[config.mk]
export PLATFORM = sky130hd
export DESIGN_NAME = and_64bit
export DESIGN_NICKNAME = d
export VERILOG_FILES = /design/src/rtl/and_64bit.sv
export SDC_FILE = /design/constraint.sdc
export NUM_CORES = 1
export LEC_CHECK = 0
export ABC_AREA = 1
export CAP_MARGIN = 20
export CORE_MARGIN = 2
export CORE_UTILIZATION = 37
export CTS_CLUSTER_DIAMETER = 30
export DETAILED_ROUTE_END_ITERATION = 8
export GPL_TIMING_DRIVEN = 0
export PLACE_DENSITY = 0.85
export SYNTH_ARGS = -nofsm -noshare
export SYNTH_HDL_FRONTEND = slang
export SYNTH_SLANG_ARGS = --single-unit
[constraint.sdc]
create_clock -name clk -period 3.37 [get_ports clk]
set_clock_uncertainty 0.2 [all_clocks]
set_input_delay 0.674 -clock clk [delete_from_list [all_inputs] [get_ports clk]]
set_output_delay 0.674 -clock clk [all_outputs]
set_load 0.03 [all_outputs]
[src/rtl/and_64bit.sv]
// Registered 64-bit bitwise AND unit for the Y86 ALU andq path.
// The result and the Y86 condition codes (ZF/SF/OF) are registered together with one cycle of latency.
module and_64bit #(
  parameter int unsigned WIDTH = 64
) (
  input  logic                    clk,
  input  logic                    rst,
  input  logic                    in_valid,
  input  logic signed [WIDTH-1:0] a,
  input  logic signed [WIDTH-1:0] b,
  output logic signed [WIDTH-1:0] c,
  output logic                    out_valid,
  output logic                    zf,
  output logic                    sf,
  output logic                    of
);

  localparam int unsigned MSB = WIDTH - 1;

  logic [WIDTH-1:0] w;

  logic [WIDTH-1:0] c_q, c_d;
  logic             out_valid_q, out_valid_d;
  logic             zf_q, zf_d;
  logic             sf_q, sf_d;
  logic             of_q, of_d;

  // One 1-bit AND gate per bit position; there is no carry or ripple between positions.
  for (genvar i = 0; i < WIDTH; i++) begin : g_bit_and
    assign w[i] = a[i] & b[i];
  end

  // Next-state logic: capture the new result and flags on a valid input, otherwise hold the result and drop valid.
  always_comb begin
    c_d         = c_q;
    zf_d        = zf_q;
    sf_d        = sf_q;
    of_d        = 1'b0;
    out_valid_d = 1'b0;
    if (in_valid) begin
      c_d         = w;
      zf_d        = ~|w;
      sf_d        = w[MSB];
      out_valid_d = 1'b1;
    end
  end

  // State register. Asynchronous reset clears the result and loads the flags for a zero result.
  always_ff @(posedge clk or posedge rst) begin
    if (rst) begin
      c_q         <= WIDTH'(0);
      out_valid_q <= 1'b0;
      zf_q        <= 1'b1;
      sf_q        <= 1'b0;
      of_q        <= 1'b0;
    end else begin
      c_q         <= c_d;
      out_valid_q <= out_valid_d;
      zf_q        <= zf_d;
      sf_q        <= sf_d;
      of_q        <= of_d;
    end
  end

  assign c         = $signed(c_q);
  assign out_valid = out_valid_q;
  assign zf        = zf_q;
  assign sf        = sf_q;
  assign of        = of_q;

endmodule

==> metrics.md, run 1 <==
| Metric | Value |
|---|---|
| Flip-flop and latch count after synthesis | `66` |
| Count of non-filler cells in the finished layout | `633` |
| GRT Overall Usage | `0.227` |
| Critical path peak fanout | `2` |
| Pin count of the biggest net entering global routing | `35` |
| Cells along the critical path | `clkdlybuf4s50_1` |
| Switching Power | `0.596 mW` |
| Mapped Nets | `451` |
| Number of hold violations in the final report | `0` |
| Path length in cells of the critical path | `1` |
| Die Footprint | `8160 µm²` |
| Max-slew violation total from the final report | `0` |
| Remaining global-route overflow | `0` |
| Buffers inserted by post-CTS timing repair | `0` |
| WP data required | `2.50 ns` |
| Number of antenna cells inserted | `0` |
| Reg2reg path depth | `2` |
| Horizontal die dimension | `90.3 µm` |
| Slew at the pin with the worst max-slew slack | `0.705 ns` |
| Util after Layout | `0.704` |
| Cell type with the highest aggregate area in the netlist | `sky130_fd_sc_hd__dfrtp_1` |
| Unrepaired setup endpoints after global routing | `false` |
| Layout filler cell count | `563` |
| Synthesized instance count | `320` |
| Average footprint of a synthesized cell | `8.61 µm²` |
| Fraction of power consumed by combinational cells | `0.261` |
| Ports placed on the boundary | `199` |
| Reg2Reg Launch Point | `zf` |
| Number of synthesized flops with an enable pin | `0` |
| Clock network latency to the later pin of the worst-skew pair | `0.32 ns` |
| Router iterations before antenna repair | `4` |
| Post-detailed-routing wire length | `9.04 mm` |
| Average via count per standard cell | `4.71` |
| TritonCTS clock tree | `built` |
| Mapped Area | `2760 µm²` |
| Number of port buffers | `197` |
| Final RePlAce weighted congestion | `0.778` |
| Clock slew at reported path FFs | `0.07 ns` |
| Top cell type's share of synthesized area | `0.590` |
| Finish-stage setup viols | `0` |
| Kind of cell adding the most delay to the critical path | `buffers and inverters` |
| Core outline area | `7210 µm²` |
| End point of the worst hold path | `zf` |
| Standard-cell rows | `31` |
| Crit path kind | `reg2out` |
| Fin nets | `660` |
| Worst IR Drop VDD | `251 µV` |
| Final routed wire length divided by cell count | `14.3 µm` |
| Count of cells along the worst hold path | `2` |
| Power per Cell Area | `415 nW/µm²` |
| Via count of the first global-routing pass | `3215` |
| Run status | `finished clean` |
| Async set-reset flop share out of synthesis | `1.00` |
| Resize count post-CTS | `0` |
| Sequential area share after synthesis | `0.600` |
| Max-cap viol count | `0` |
| Critical Path End Type | `primary output` |
| Max incr delay on CP | `0.68 ns` |
| First-pass GRT wire length | `14.9 mm` |
| Leakage power figure | `2.20 nW` |
| DPL Wire Length | `7.33 mm` |
| Arrival time of data at the critical path endpoint | `1.54 ns` |
| Hold crit path type | `reg2reg` |
| Sequential cell fraction of total power | `0.420` |
| Number of design rule violations left after detail routing | `0` |
| Setup slack of the worst register-to-register path | `2.46 ns` |
| Leading register cell type out of synthesis | `sky130_fd_sc_hd__dfrtp_1` |
| Most common cell in the synthesized netlist | `sky130_fd_sc_hd__nand2_1` |
| Largest cells by area after synthesis | `sky130_fd_sc_hd__dfrtp_1, sky130_fd_sc_hd__nand2_1, sky130_fd_sc_hd__o21ai_0, sky130_fd_sc_hd__nand4_1, sky130_fd_sc_hd__nor2_1` |
| Number of antenna violations at the first check in global routing | `0` |
| Peak Freq | `414 MHz` |
| Total of warnings raised by yosys | `0` |
| Cells after DPL | `617` |
| Clock share of power | `0.319` |
| Most instantiated cells after synthesis | `sky130_fd_sc_hd__nand2_1, sky130_fd_sc_hd__dfrtp_1, sky130_fd_sc_hd__o21ai_0` |
| Die height | `90.3 µm` |
| Number of clock sinks | `66` |
| End of the worst register-to-register path | `zf` |
| Clock tree root driver cell | `sky130_fd_sc_hd__clkbuf_8` |
| Initial core utilization | `0.382` |
| Int Pwr | `1.51 mW` |
| Switching fraction of total power | `0.283` |
| Final ANT Viol Nets | `0` |
| Final critical path time including I/O delays and setup | `2.41 ns` |
| Cell with the largest stage delay on the worst path | `sky130_fd_sc_hd__clkdlybuf4s50_1` |
| Crit path launch type | `flip-flop` |
| Worst Hold Launch | `zf` |
| Share of final-layout standard cells stronger than drive strength 1 | `0.0543` |
| Bufs and invs on worst path | `1` |
| Number of buffers on the longest clock path | `2` |
| Distinct cell type count after synthesis | `17` |
| Total via count after detailed routing | `2984` |
| Part of the cycle the worst path needs | `0.716` |
| Area growth, synth to finish | `84.2%` |
| Hold-fix buffers, CTS | `0` |
| Depth of the CTS H-tree | `3` |
| Slew Limit Headroom | `0.529` |
| Cts bufs inserted | `9` |
| DR iter-0 viols | `96` |
area by class of cell:
class / instances / area (µm²) / area share
Clock buffer: 12 / 155 / 0.0306
Sequential cell: 66 / 1650 / 0.326
Tap cell: 99 / 124 / 0.0244
Inverter: 3 / 11.3 / 0.00222
Multi-Input combinational cell: 236 / 998 / 0.197
Timing Repair Buffer: 198 / 1990 / 0.392
Clock inverter: 4 / 50.0 / 0.00986
Buffer: 15 / 93.8 / 0.0185
per-layer routing:
metal  GRT usage  wire length (µm)  part of all wire
met2       0.407              4540              0.50
met1       0.256              3600              0.40
met5           0                 0                 0
met4      0.0795               160             0.018
met3      0.0693               746             0.083
sequential cells by signal (all words and copies together) (netlist names):
name,flops
c,64
out_valid,1
zf,1
layout by cell type, fill, tap and decap left out:
cell                                n
sky130_fd_sc_hd__nand4_1           10
sky130_fd_sc_hd__conb_1             1
sky130_fd_sc_hd__clkbuf_1           7
sky130_fd_sc_hd__clkdlybuf4s50_1  197
sky130_fd_sc_hd__clkbuf_8          11
sky130_fd_sc_hd__nor3_1             1
sky130_fd_sc_hd__buf_2              3
sky130_fd_sc_hd__buf_6              3
sky130_fd_sc_hd__nand3_1            1
sky130_fd_sc_hd__nor2_1            11
sky130_fd_sc_hd__dfstp_2            1
sky130_fd_sc_hd__buf_4              3
sky130_fd_sc_hd__buf_12             1
sky130_fd_sc_hd__o21a_1             1
sky130_fd_sc_hd__nor2_2             1
sky130_fd_sc_hd__clkinvlp_4         2
sky130_fd_sc_hd__dfrtp_1           65
sky130_fd_sc_hd__clkinv_2           1
sky130_fd_sc_hd__o21ai_0           63
sky130_fd_sc_hd__nand2_1          147
sky130_fd_sc_hd__inv_1              1
sky130_fd_sc_hd__bufinv_16          1
sky130_fd_sc_hd__inv_2              2
worst max-delay path by stage:
| stage | startpoint | slack [ns] | endpoint |
|---|---|---|---|
| floorplan | rst | 0.84 | c[0] |
| global placement | rst | -0.24 | c[8] |
| detailed placement | in_valid | 1.08 | c[30] |
| CTS | zf | 0.94 | zf |
| global route | zf | 0.93 | zf |
| finish | zf | 0.96 | zf |
power groups by stage:
stage | logic [mW] | clock network, mW | registers, mW
global placement | 0.543 | 0 | 0.895
CTS | 0.556 | 0.686 | 0.884
global route | 0.590 | 0.726 | 0.891
floorplan | 0.110 | 0 | 1.02
detailed placement | 0.555 | 0 | 0.899
finish | 0.550 | 0.673 | 0.885
worst reg2reg max path, stage by stage (launching register included):
cell	delay, ns
sky130_fd_sc_hd__dfstp_2	0.53
sky130_fd_sc_hd__nand2_1	0.06
sky130_fd_sc_hd__nand2_1	0.06
stage by stage:
| stage | instance area, µm² | TNS (ns) | hold WS, ns | worst slack [ns] | total power [mW] |
|---|---|---|---|---|---|
| final | 5080 | 0 | 0.284 | 0.957 | 2.11 |
| after global routing | 5080 | 0 | 0.302 | 0.932 | 2.21 |
| after global placement | 4850 | -15.68 | 0.258 | -0.245 | 1.44 |
| after floorplan | 2760 | 0 | 0.325 | 0.843 | 1.13 |
| after detailed placement | 4870 | 0 | 0.273 | 1.08 | 1.45 |
| after CTS | 5080 | 0 | 0.291 | 0.938 | 2.13 |
cells by family (layout without fill, tap and decap cells):
group	after synthesis	count (layout)	share of synthesized area
compound gates	64	64	0.117
flops	66	66	0.600
buf+inv	18	232	0.0381
other cells	1	1	0.00136
simple gates	171	171	0.244
No activity file was read; power rests on OpenSTA's default activity.
==> run 2, diff against run 1 <==
- CORE_UTILIZATION: 37 -> 35
- PLACE_DENSITY: 0.85 -> 0.81
- clock period: 3.37 -> 2.3 ns (I/O delays scaled with it)
==> metrics.md, run 2 (synthesis gave the netlist of run 1 again) <==
| Metric | Value |
|---|---|
| Crit path kind | `reg2out` |
| Hold crit path type | `reg2reg` |
| Cell with the largest stage delay on the worst path | `sky130_fd_sc_hd__clkdlybuf4s50_1` |
| Peak Freq | `456 MHz` |
| Ports placed on the boundary | `199` |
| Clock network latency to the later pin of the worst-skew pair | `0.33 ns` |
| Hold-fix buffers, CTS | `0` |
| End point of the worst hold path | `zf` |
| Run status | `finished clean` |
| Final RePlAce weighted congestion | `0.760` |
| Worst Hold Launch | `zf` |
| First-pass GRT wire length | `14.5 mm` |
| Int Pwr | `2.25 mW` |
| Buffers inserted by post-CTS timing repair | `0` |
| Util after Layout | `0.663` |
| Horizontal die dimension | `92.7 µm` |
| DR iter-0 viols | `143` |
| Fin nets | `660` |
| Final worst setup slack | `0.106 ns` |
| Setup slack of the worst register-to-register path | `1.41 ns` |
| Reg2reg path depth | `2` |
| Most common library cell in the layout ignoring fill and taps | `sky130_fd_sc_hd__clkdlybuf4s50_1` |
| Final routed wire length divided by cell count | `14.4 µm` |
| Worst IR Drop VDD | `400 µV` |
| Flip-flop count of the largest register, all copies and words added | `64` |
| Average via count per standard cell | `4.68` |
| Via count of the first global-routing pass | `3090` |
| Unrepaired setup endpoints after global routing | `false` |
| Max-cap viol count | `0` |
| Switching fraction of total power | `0.282` |
| Max incr delay on CP | `0.68 ns` |
| Fraction of power consumed by combinational cells | `0.258` |
| Number of design rule violations left after detail routing | `0` |
| Switching Power | `0.881 mW` |
| Kind of cell adding the most delay to the critical path | `buffers and inverters` |
| Finish-stage setup viols | `0` |
| Core outline area | `7690 µm²` |
| Clock tree root driver cell | `sky130_fd_sc_hd__clkbuf_8` |
| Share of final-layout standard cells stronger than drive strength 1 | `0.0543` |
| Depth of the CTS H-tree | `3` |
| Power per Cell Area | `614 nW/µm²` |
| Reg2Reg Launch Point | `c[63]` |
| Router iterations before antenna repair | `4` |
| Cts bufs inserted | `9` |
| Number of buffers on the longest clock path | `2` |
| TritonCTS clock tree | `built` |
| Number of hold violations in the final report | `0` |
| Count of cells along the worst hold path | `2` |
| Initial core utilization | `0.359` |
| Most frequent cells in the layout | `sky130_fd_sc_hd__clkdlybuf4s50_1, sky130_fd_sc_hd__nand2_1, sky130_fd_sc_hd__dfrtp_1` |
| Final TNS setup | `0 ns` |
| Layout filler cell count | `635` |
| Pin count of the biggest net entering global routing | `37` |
| Cells along the critical path | `clkdlybuf4s50_1` |
| Critical Path End Type | `primary output` |
| End of the worst register-to-register path | `c[63]` |
| Final total power | `3.13 mW` |
| Leakage power figure | `2.20 nW` |
| Cells after DPL | `620` |
| Clock share of power | `0.327` |
| Critical path peak fanout | `2` |
| Crit path launch type | `flip-flop` |
| Number of clock sinks | `66` |
| Bufs and invs on worst path | `1` |
| Remaining global-route overflow | `0` |
| Slew at the pin with the worst max-slew slack | `0.695 ns` |
| Number of port buffers | `197` |
| Sequential cell fraction of total power | `0.415` |
| Clock slew at reported path FFs | `0.07 ns` |
| Die Footprint | `8600 µm²` |
| Total via count after detailed routing | `2977` |
| Slew Limit Headroom | `0.536` |
| Pre-CTS setup slack | `0.243 ns` |
| Max-slew violation total from the final report | `0` |
| Arrival time of data at the critical path endpoint | `1.53 ns` |
| Standard-cell rows | `32` |
| Die height | `92.7 µm` |
| DPL Wire Length | `7.47 mm` |
| Resize count post-CTS | `0` |
| Number of antenna violations at the first check in global routing | `0` |
| Number of antenna cells inserted | `0` |
| WP data required | `1.64 ns` |
| Area growth, synth to finish | `84.8%` |
| Final critical path time including I/O delays and setup | `2.19 ns` |
| Part of the cycle the worst path needs | `0.954` |
| Count of non-filler cells in the finished layout | `636` |
| Final ANT Viol Nets | `0` |
| GRT Overall Usage | `0.215` |
| Post-detailed-routing wire length | `9.14 mm` |
==> run 2: changes by cell type in the layout (fill, tap and decap cells not counted) <==
cell	change
sky130_fd_sc_hd__clkbuf_8	+1
sky130_fd_sc_hd__clkinv_2	-1
sky130_fd_sc_hd__clkinv_4	+1
sky130_fd_sc_hd__inv_2	-1
==> run 2: power by group through the flow <==
stage / clock network [mW] / registers [mW] / logic, mW
finish: 1.02 / 1.30 / 0.807
global route: 1.09 / 1.31 / 0.867
CTS: 1.04 / 1.30 / 0.817
detailed placement: 0 / 1.32 / 0.815
global placement: 0 / 1.31 / 0.799
floorplan: 0 / 1.49 / 0.161
==> run 2: metrics by stage <==
| stage | area (µm²) | hold slack (ns) |
|---|---|---|
| after global routing | 5090 | 0.309 |
| after floorplan | 2760 | 0.291 |
| after CTS | 5090 | 0.272 |
| after global placement | 4860 | 0.258 |
| after detailed placement | 4880 | 0.259 |
| final | 5090 | 0.268 |
==> run 2: cell type report <==
cell class | instances | area, µm² | share of cell area
buffer | 15 | 93.8 | 0.0184
clock buffer | 13 | 169 | 0.0332
clock inverter | 3 | 46.3 | 0.00909
inverter | 3 | 15.0 | 0.00295
multi-input combinational | 236 | 998 | 0.196
sequential | 66 | 1650 | 0.324
tap | 102 | 128 | 0.0250
timing repair buffer | 198 | 1990 | 0.391
==> run 2: worst max-delay path by stage <==
| stage | startpoint | to | slack, ns | depth (start not counted) |
|---|---|---|---|---|
| 2_1_floorplan | c[63] | c[63] | 0.92 | 1 |
| 3_3_place_gp | rst | c[56] | 0.12 | 2 |
| 3_5_place_dp | in_valid | c[31] | 0.24 | 4 |
| 4_1_cts | zf | zf | 0.09 | 1 |
| 5_1_grt | zf | zf | 0.07 | 1 |
| 6_report | zf | zf | 0.11 | 1 |
==> run 2: layer usage <==
| layer | part of all wire | wire length [µm] | global-route usage | vias up |
|---|---|---|---|---|
| li1 | - | - | - | 1454 |
| met1 | 0.39 | 3610 | 0.251 | 1380 |
| met2 | 0.51 | 4700 | 0.390 | 133 |
| met3 | 0.077 | 706 | 0.0537 | 10 |
| met4 | 0.013 | 119 | 0.0613 | 0 |
| met5 | 0 | 0 | 0 | - |
==> run 3, diff against run 2 <==
- CORE_UTILIZATION: 35 -> 37
- PLACE_DENSITY: 0.81 -> 0.85
- clock period: 2.3 -> 2.6 ns (I/O delays scaled with it)
==> results of run 3 <==
Same layout as run 1 (identical final DEF). Status: finished clean.
Main changes from that run: setup slack after placement 1.08 ns -> 0.465 ns; setup slack after layout 0.957 ns -> 0.341 ns; register-to-register setup slack 2.46 ns -> 1.69 ns; total power 2.11 mW -> 2.73 mW; worst IR drop on VDD 251 µV -> 326 µV
